[config.mk]
export PLATFORM = sky130hd
export DESIGN_NAME = fetch_seq_flat
export DESIGN_NICKNAME = d
export VERILOG_FILES = /design/src/rtl/fetch_seq_if.sv /design/src/rtl/fetch_seq.sv /design/src/flat_wrapper.sv
export SDC_FILE = /design/constraint.sdc
export NUM_CORES = 1
export LEC_CHECK = 0
export ABC_AREA = 1
export CAP_MARGIN = 40
export CORE_MARGIN = 4
export CORE_UTILIZATION = 55
export CTS_CLUSTER_DIAMETER = 30
export DETAILED_ROUTE_END_ITERATION = 16
export DONT_BUFFER_PORTS = 1
export HOLD_SLACK_MARGIN = 0.06
export PLACE_DENSITY = 0.7
export SLEW_MARGIN = 5
export SYNTH_ARGS = -nofsm -noshare
export SYNTH_HDL_FRONTEND = slang
export SYNTH_SLANG_ARGS = --single-unit
[constraint.sdc]
create_clock -name clk -period 4.05 [get_ports clk]
set_clock_uncertainty 0.15 [all_clocks]
set_input_delay 0.6075 -clock clk [delete_from_list [all_inputs] [get_ports clk]]
set_output_delay 0.6075 -clock clk [all_outputs]
set_load 0.01 [all_outputs]
[src/rtl/fetch_seq_if.sv]
// rtl/fetch_seq_if.sv - fetch sequencer memory, redirect and decode handshake bundle
interface fetch_seq_if #(
  parameter int ADDR_W = 32
);
  logic [ADDR_W-1:0] imem_addr;
  logic [31:0]       imem_instr;
  logic              redirect_valid;
  logic [ADDR_W-1:0] redirect_pc;
  logic              out_valid;
  logic              out_ready;
  logic [31:0]       out_instr;
  logic [ADDR_W-1:0] out_pc;

  modport master (
    output imem_addr,
    input  imem_instr,
    input  redirect_valid,
    input  redirect_pc,
    output out_valid,
    input  out_ready,
    output out_instr,
    output out_pc
  );

  modport slave (
    input  imem_addr,
    output imem_instr,
    output redirect_valid,
    output redirect_pc,
    input  out_valid,
    output out_ready,
    input  out_instr,
    input  out_pc
  );
endinterface

[src/rtl/fetch_seq.sv]
// rtl/fetch_seq.sv - instruction-fetch PC sequencer over a 1-cycle synchronous-read memory
module fetch_seq #(
  parameter int          ADDR_W   = 32,
  parameter logic [31:0] RESET_PC = 32'd0
) (
  input  logic              clk,
  input  logic              rst_n,
  fetch_seq_if.master       bus,
  output logic              halted,
  output logic [31:0]       fetch_count
);

  typedef enum logic [1:0] {
    BOOT = 2'd0,
    RUN  = 2'd1,
    HALT = 2'd2
  } state_t;

  localparam logic [ADDR_W-1:0] RST_PC = RESET_PC[ADDR_W-1:0];
  localparam logic [ADDR_W-1:0] PC_ONE = {{(ADDR_W-1){1'b0}}, 1'b1};

  state_t            state;
  logic [ADDR_W-1:0] resp_pc;
  logic              resp_valid;

  logic              is_halt;
  logic              out_valid_c;
  logic              accept;
  logic [ADDR_W-1:0] pc_inc;
  logic [ADDR_W-1:0] addr_c;

  // resp_pc always names the word the memory is presenting on imem_instr.
  always_comb begin
    is_halt     = (state == RUN) && resp_valid && (bus.imem_instr == 32'd0);
    out_valid_c = resp_valid && (state == RUN) && !bus.redirect_valid && !is_halt;
    accept      = out_valid_c && bus.out_ready;
    pc_inc      = resp_pc + PC_ONE;
    addr_c      = resp_pc;
    if (bus.redirect_valid) begin
      addr_c = bus.redirect_pc;
    end else begin
      unique case (state)
        BOOT:    addr_c = RST_PC;
        RUN:     addr_c = (!is_halt && accept) ? pc_inc : resp_pc;
        HALT:    addr_c = resp_pc;
        default: addr_c = RST_PC;
      endcase
    end
  end

  assign bus.imem_addr = addr_c;
  assign bus.out_valid = out_valid_c;
  assign bus.out_instr = out_valid_c ? bus.imem_instr : 32'd0;
  assign bus.out_pc    = resp_pc;
  assign halted        = (state == HALT);

  always_ff @(posedge clk) begin
    if (!rst_n) begin
      state       <= BOOT;
      resp_valid  <= 1'b0;
      resp_pc     <= RST_PC;
      fetch_count <= 32'd0;
    end else if (bus.redirect_valid) begin
      // Redirect wins from every state; the word on imem_instr is wrong-path.
      state      <= RUN;
      resp_valid <= 1'b1;
      resp_pc    <= bus.redirect_pc;
    end else begin
      unique case (state)
        BOOT: begin
          state      <= RUN;
          resp_valid <= 1'b1;
          resp_pc    <= RST_PC;
        end
        RUN: begin
          if (is_halt) begin
            state <= HALT;
          end else if (accept) begin
            resp_pc     <= pc_inc;
            fetch_count <= fetch_count + 32'd1;
          end
        end
        HALT: begin
          state <= HALT;
        end
        default: begin
          state      <= BOOT;
          resp_valid <= 1'b0;
          resp_pc    <= RST_PC;
        end
      endcase
    end
  end

endmodule

[src/flat_wrapper.sv]
// flat-port wrapper written by rule: the top's interface ports become plain ports
module fetch_seq_flat 
#(
  parameter int          ADDR_W   = 32,
  parameter logic [31:0] RESET_PC = 32'd0
)
  (clk, rst_n, halted, fetch_count, bus_imem_addr, bus_imem_instr, bus_redirect_valid, bus_redirect_pc, bus_out_valid, bus_out_ready, bus_out_instr, bus_out_pc);
  fetch_seq_if #(.ADDR_W(ADDR_W)) bus_i ();
  input  logic clk;
  input  logic rst_n;
  output logic halted;
  output logic [31:0] fetch_count;
  output wire logic [$bits(bus_i.imem_addr)-1:0] bus_imem_addr;
  input wire logic [$bits(bus_i.imem_instr)-1:0] bus_imem_instr;
  input wire logic [$bits(bus_i.redirect_valid)-1:0] bus_redirect_valid;
  input wire logic [$bits(bus_i.redirect_pc)-1:0] bus_redirect_pc;
  output wire logic [$bits(bus_i.out_valid)-1:0] bus_out_valid;
  input wire logic [$bits(bus_i.out_ready)-1:0] bus_out_ready;
  output wire logic [$bits(bus_i.out_instr)-1:0] bus_out_instr;
  output wire logic [$bits(bus_i.out_pc)-1:0] bus_out_pc;
  assign bus_imem_addr = bus_i.imem_addr;
  assign bus_i.imem_instr = bus_imem_instr;
  assign bus_i.redirect_valid = bus_redirect_valid;
  assign bus_i.redirect_pc = bus_redirect_pc;
  assign bus_out_valid = bus_i.out_valid;
  assign bus_i.out_ready = bus_out_ready;
  assign bus_out_instr = bus_i.out_instr;
  assign bus_out_pc = bus_i.out_pc;
  fetch_seq #(.ADDR_W(ADDR_W), .RESET_PC(RESET_PC)) u_core (.clk(clk), .rst_n(rst_n), .bus(bus_i), .halted(halted), .fetch_count(fetch_count));
endmodule
==> results.json, run 1 <==
{
  "clk_pin_slew_ns": 0.08,
  "yosysTopAreaCellShare_pct": 24.1,
  "ys_top_cells_by_count": "nand2_1, nor2_1, inv_1, nand3_1, dfxtp_1",
  "yosysWarnings": 0,
  "grt_pass1_vias": 5987,
  "wl_per_cell_um": 15.2,
  "drc_errors": 0,
  "vias": 6489,
  "top_usage_layer": "met2",
  "cts_made_buffers": 9,
  "synthTopCellsByArea": "nand2_1, dfxtp_1, nor2_1, nand3_1, inv_1",
  "grt_pass1_wl_um": 30200,
  "clock.fmax_ghz": 0.293,
  "area_growth_pct": 3.63,
  "place_ws_ns": 1.00,
  "nFillCells": 1137,
  "cp.required_ns": 3.29,
  "cp_cell_sequence": "inv_1 -> ha_1 -> nand2_2 -> clkinv_2 -> nand3_2 -> nor2_4 -> nand3_4 -> nand3_4 -> inv_2 -> nand2_1 -> nand3_1 -> nand2_1 -> nand2_1",
  "synthFlopType": "dfxtp_1",
  "relSlewSlack_pct": 48.0,
  "clock-sinks": 67,
  "fin_setup_tns_ns": 0,
  "multi_input_area_um2": 3910,
  "core-area_um2": 10400,
  "ioPinCount": 198,
  "grt_util_met1_pct": 34.4,
  "critPathMaxFanout": 33,
  "maxSlewViolCount": 0,
  "syn_area_per_cell_um2": 5.42,
  "grt_setup_unrepaired": "false",
  "nNetsFinal": 1142,
  "hold_viol": 0,
  "synth-async-reset-ratio_pct": 0,
  "dr.pass1.iters": 6,
  "fin_crit_ns": 3.41,
  "rows": 37,
  "hold_class": "primary input to flop",
  "cts_tree": "done",
  "ys_seq_area_share_pct": 22.6,
  "cp_slowest_cell": "inv_2",
  "endpoint_kind": "primary output",
  "critical_path_arrival_ns": 2.65,
  "criticalPathCategory": "flop to primary output",
  "ant_nets": 0,
  "cap_viol_max_count": 0,
  "antenna_cells": 0,
  "power.total_mw": 1.81,
  "clk_latency_ns": 0.37,
  "critPathMaxStageDelay_ns": 0.50,
  "regArea_um2": 1340,
  "cp-start-kind": "flop",
  "finalWeightedCongestion": 0.913,
  "tightest_slew_ns": 0.779,
  "setup_viol": 0,
  "drt-total-wl_um": 18400,
  "drtIter0Drc": 512,
  "synthCells": 1095,
  "post_cts.repair.setup_buffers": 0,
  "die_width_um": 112,
  "antenna_found_initial": 0,
  "use_met2_pct": 51.6,
  "ys_ff_latch": 67,
  "fin_ws_ns": 0.643,
  "path_common_cell": "nand2_1",
  "root_buffer": "clkbuf_8",
  "drive_above_1_share_pct": 4.66,
  "die_area_um2": 12500,
  "whs_ns": 0.205,
  "power_density_nw_per_um2": 295,
  "hpwl_um": 13500,
  "avgViaCountPerCell": 5.36,
  "netlist_area_um2": 5930,
  "synth_top_area_cell": "nand2_1",
  "use_met3_pct": 8.04,
  "clockBufferDepth": 2,
  "place.port_buffers": 0,
  "grt_overflow": 0,
  "h-tree-depth": 3,
  "synth.most_common_cell": "nand2_1",
  "ctsHoldBuffers": 0,
  "ir_drop_v": 0.000232,
  "status": "complete, no violations",
  "p_leak_nw": 2.79,
  "final.period_utilization_pct": 84.1,
  "die_h_um": 112,
  "synth_fp_nets": 1168,
  "grt_max_degree": 46,
  "synth_edf_count": 0,
  "initial_utilization_pct": 57.0,
  "cts_resized": 0,
  "grtUsageTotal_pct": 29.0,
  "synth.distinct_cells": 38
}
metal layers:
| metal | vias up | wire length (µm) |
|---|---|---|
| met5 | - | 0 |
| met4 | 0 | 245 |
| met3 | 21 | 1620 |
| met2 | 261 | 9050 |
| met1 | 2847 | 7470 |
| li1 | 3360 | - |
per-stage QoR:
| step | utilization, % | std cells | area (µm²) |
|---|---|---|---|
| floorplan | - | 1095 | 5930 |
| detailed placement | 56.9 | 1194 | 5920 |
| finish | 59.0 | 1210 | 6150 |
| global placement | 56.7 | 1193 | 5910 |
| global route | 59.0 | 1210 | 6150 |
| CTS | 59.0 | 1210 | 6150 |
path summary, 6_finish.rpt:
check	start	end	slack, ns	depth (start not counted)
worst max-delay path	u_core.state[1]	bus_imem_addr[2]	0.64	13
worst min-delay path	rst_n	u_core.fetch_count[9]	0.20	2
worst max register to register	u_core.state[1]	u_core.bus.out_pc[15]	0.99	13
worst min register to register	u_core.resp_valid	u_core.resp_valid	0.39	2
logic make-up (layout without fill, tap and decap cells):
family | count (synthesis) | in the layout | synth area share, %
xor gates and xnor gates | 28 | 28 | 4.13
buffers and inverters | 161 | 140 | 11.5
and+or+nand+nor | 740 | 740 | 52.4
AOI/OAI and AO/OA | 94 | 94 | 8.33
adders and majority gates | 5 | 5 | 1.05
DFF | 67 | 67 | 22.6
critical path, delay by kind of cell (launching register included):
kind	cells	cell delay, ns
and+or+nand+nor	9	1.10
DFF	1	0.36
buffers and inverters	3	0.64
adders and majority gates	1	0.20
power breakdown:
part           internal, mW  switching [mW]
clock network         0.367           0.294
registers             0.697          0.0908
logic                 0.108           0.255
total                  1.17           0.640
placed cells by master, fill, tap and decap left out, drive strengths merged:
master | synthesis | routed
nor4 | 1 | 1
a31oi | 1 | 1
ha | 5 | 5
clkbuf | 20 | 11
dfxtp | 67 | 67
nor3 | 23 | 23
buf | 24 | 7
nand3 | 98 | 98
o21ai | 52 | 52
nor3b | 4 | 4
nor2 | 202 | 202
o21bai | 2 | 2
a21oi | 32 | 32
o211ai | 6 | 6
or2 | 6 | 6
nand4 | 8 | 8
clkinv | 1 | 2
a211oi | 1 | 1
and2 | 5 | 5
xor2 | 18 | 18
clkinvlp | 0 | 1
xnor2 | 10 | 10
bufinv | 0 | 2
inv | 116 | 117
nand2 | 386 | 386
nand3b | 7 | 7
area by class of cell:
class | count | share of cell area, %
Multi-Input combinational cell | 867 | 63.6
Timing Repair Buffer | 7 | 0.977
Clock buffer | 11 | 2.30
Inverter | 117 | 7.16
Tap cell | 136 | 2.77
Clock inverter | 5 | 1.38
Sequential cell | 67 | 21.8
sequential cells by signal, summed over array words and instances, names as in the netlist:
name and cells:
u_core.bus.out_pc 32, u_core.fetch_count 32, u_core.state 2, u_core.resp_valid 1
Power figures use the tool's default switching activity.
==> inputs of run 2 (changes only) <==
Settings changed: PLACE_DENSITY 0.7 to 0.73.
Clock period 4.05 ns to 3.1 ns, I/O delays scaled along.
==> results.json, run 2 (same netlist as run 1, synthesis figures left out) <==
{
  "cts_tree": "done",
  "critPathMaxFanout": 37,
  "status": "complete, no violations",
  "h-tree-depth": 3,
  "rows": 37,
  "power_switching_mw": 0.840,
  "die_width_um": 112,
  "p_leak_nw": 2.85,
  "place_ws_ns": 0.391,
  "initial_utilization_pct": 57.0,
  "seq_power_share_pct": 40.5,
  "final_cell_mix": "nand2_1, nor2_1, inv_1",
  "combPwrFrac_pct": 19.8,
  "final_common_cell": "nand2_1",
  "stdcell_area_um2": 6270,
  "drive_above_1_share_pct": 6.11,
  "worstHoldPathCells": 2,
  "clock.fmax_ghz": 0.342,
  "multi_input_area_um2": 3920,
  "relSlewSlack_pct": 49.9,
  "power.total_mw": 2.53,
  "switching_share_pct": 33.2,
  "r2r-start": "u_core.state[1]",
  "power_density_nw_per_um2": 404,
  "critical_path_arrival_ns": 2.31,
  "core-area_um2": 10400,
  "vias": 6561,
  "grt_pass1_vias": 6088,
  "ant_nets": 0,
  "root_buffer": "clkbuf_8",
  "setup_viol": 0,
  "cp.required_ns": 2.48,
  "grt_overflow": 0,
  "antenna_found_initial": 0,
  "ir_drop_v": 0.000256,
  "crit_path_start": "u_core.state[1]",
  "r2r-end": "u_core.bus.out_pc[11]",
  "fin_crit_ns": 2.93,
  "grt_setup_unrepaired": "true",
  "nFillCells": 1096,
  "drt-total-wl_um": 18200,
  "ioPinCount": 198,
  "criticalPathCategory": "flop to primary output",
  "drc_errors": 0,
  "dpl_cell_area_um2": 5980,
  "reg2reg_depth": 12,
  "cp-start-kind": "flop",
  "grt_max_degree": 46,
  "hpwl_um": 13500,
  "clk_pin_slew_ns": 0.08,
  "final.period_utilization_pct": 94.4,
  "clkPwrFrac_pct": 39.7,
  "clk_latency_ns": 0.35,
  "die_h_um": 112,
  "cap_viol_max_count": 0,
  "area_growth_pct": 5.65,
  "whs_ns": 0.0781,
  "finalWeightedCongestion": 0.933,
  "die_area_um2": 12500,
  "dr.pass1.iters": 7,
  "fin_ws_ns": 0.174,
  "endpoint_kind": "primary output",
  "regArea_um2": 1350,
  "avgViaCountPerCell": 5.39,
  "cts_made_buffers": 9,
  "maxSlewViolCount": 0,
  "r2r_setup_slack_ns": 0.48,
  "drtIter0Drc": 430,
  "clockBufferDepth": 2,
  "antenna_cells": 0,
  "tightest_slew_ns": 0.750,
  "nNetsFinal": 1149,
  "hold_class": "primary input to flop",
  "place.port_buffers": 0,
  "wl_per_cell_um": 14.9,
  "clock-sinks": 67,
  "grtUsageTotal_pct": 28.3,
  "min_to": "u_core.fetch_count[18]",
  "grt_pass1_wl_um": 29600,
  "internal_power_mw": 1.69,
  "hp-start": "rst_n",
  "hold_viol": 0
}
## run 2: cell type report
cell class / count / area share (%)
Timing Repair Buffer: 14 / 1.88
Clock buffer: 9 / 1.98
Tap cell: 136 / 2.71
Multi-Input combinational cell: 867 / 62.5
Clock inverter: 7 / 2.34
Inverter: 117 / 7.11
Sequential cell: 67 / 21.5
## run 2: critical path, stage by stage, from the launching register on
cell      delay (ns)
dfxtp_1         0.35
inv_1           0.07
ha_1            0.20
nand2_2         0.10
clkinv_2        0.06
nand3_2         0.08
nor2_4          0.05
nand3_4         0.07
nand3_4         0.30
buf_12          0.30
a21oi_1         0.14
nand2_1         0.10
nand2_1         0.13
## run 2: per-layer routing
layer	global-route usage, %	vias to the layer above	routed length [µm]
met5	0	-	0
met4	9.98	0	407
met3	5.71	36	1180
met2	52.2	216	9260
met1	32.1	2935	7300
li1	-	3374	-
## run 2: timing repair
item,4_1_cts,5_1_grt
resized for setup,0,11
hold buffers,0,0
setup buffers,0,0
setup endpoints to repair,0,22
## run 2: worst max-delay path by stage
| stage | end | slack [ns] | cells after the start |
|---|---|---|---|
| after floorplan | bus_imem_addr[24] | 0.76 | 15 |
| after global placement | bus_imem_addr[10] | 0.43 | 13 |
| after detailed placement | bus_imem_addr[11] | 0.39 | 13 |
| after CTS | bus_imem_addr[11] | 0.01 | 13 |
| after global routing | bus_imem_addr[15] | -0.02 | 13 |
| final | bus_imem_addr[7] | 0.17 | 12 |
## run 2: power groups by stage
stage               sequential [mW]  combinational, mW  clock [mW]
floorplan                      1.02              0.407           0
global placement               1.04              0.493           0
detailed placement             1.04              0.496           0
CTS                            1.02              0.499        1.01
global route                   1.04              0.565        1.05
finish                         1.03              0.500        1.00
## run 2: stage by stage
stage          cells  utilization (%)  setup TNS (ns)
6_report        1217             60.2               0
2_1_floorplan   1095                -               0
5_1_grt         1217             60.2         -0.0917
4_1_cts         1217             60.0               0
3_3_place_gp    1201             57.4               0
3_5_place_dp    1201             57.4               0
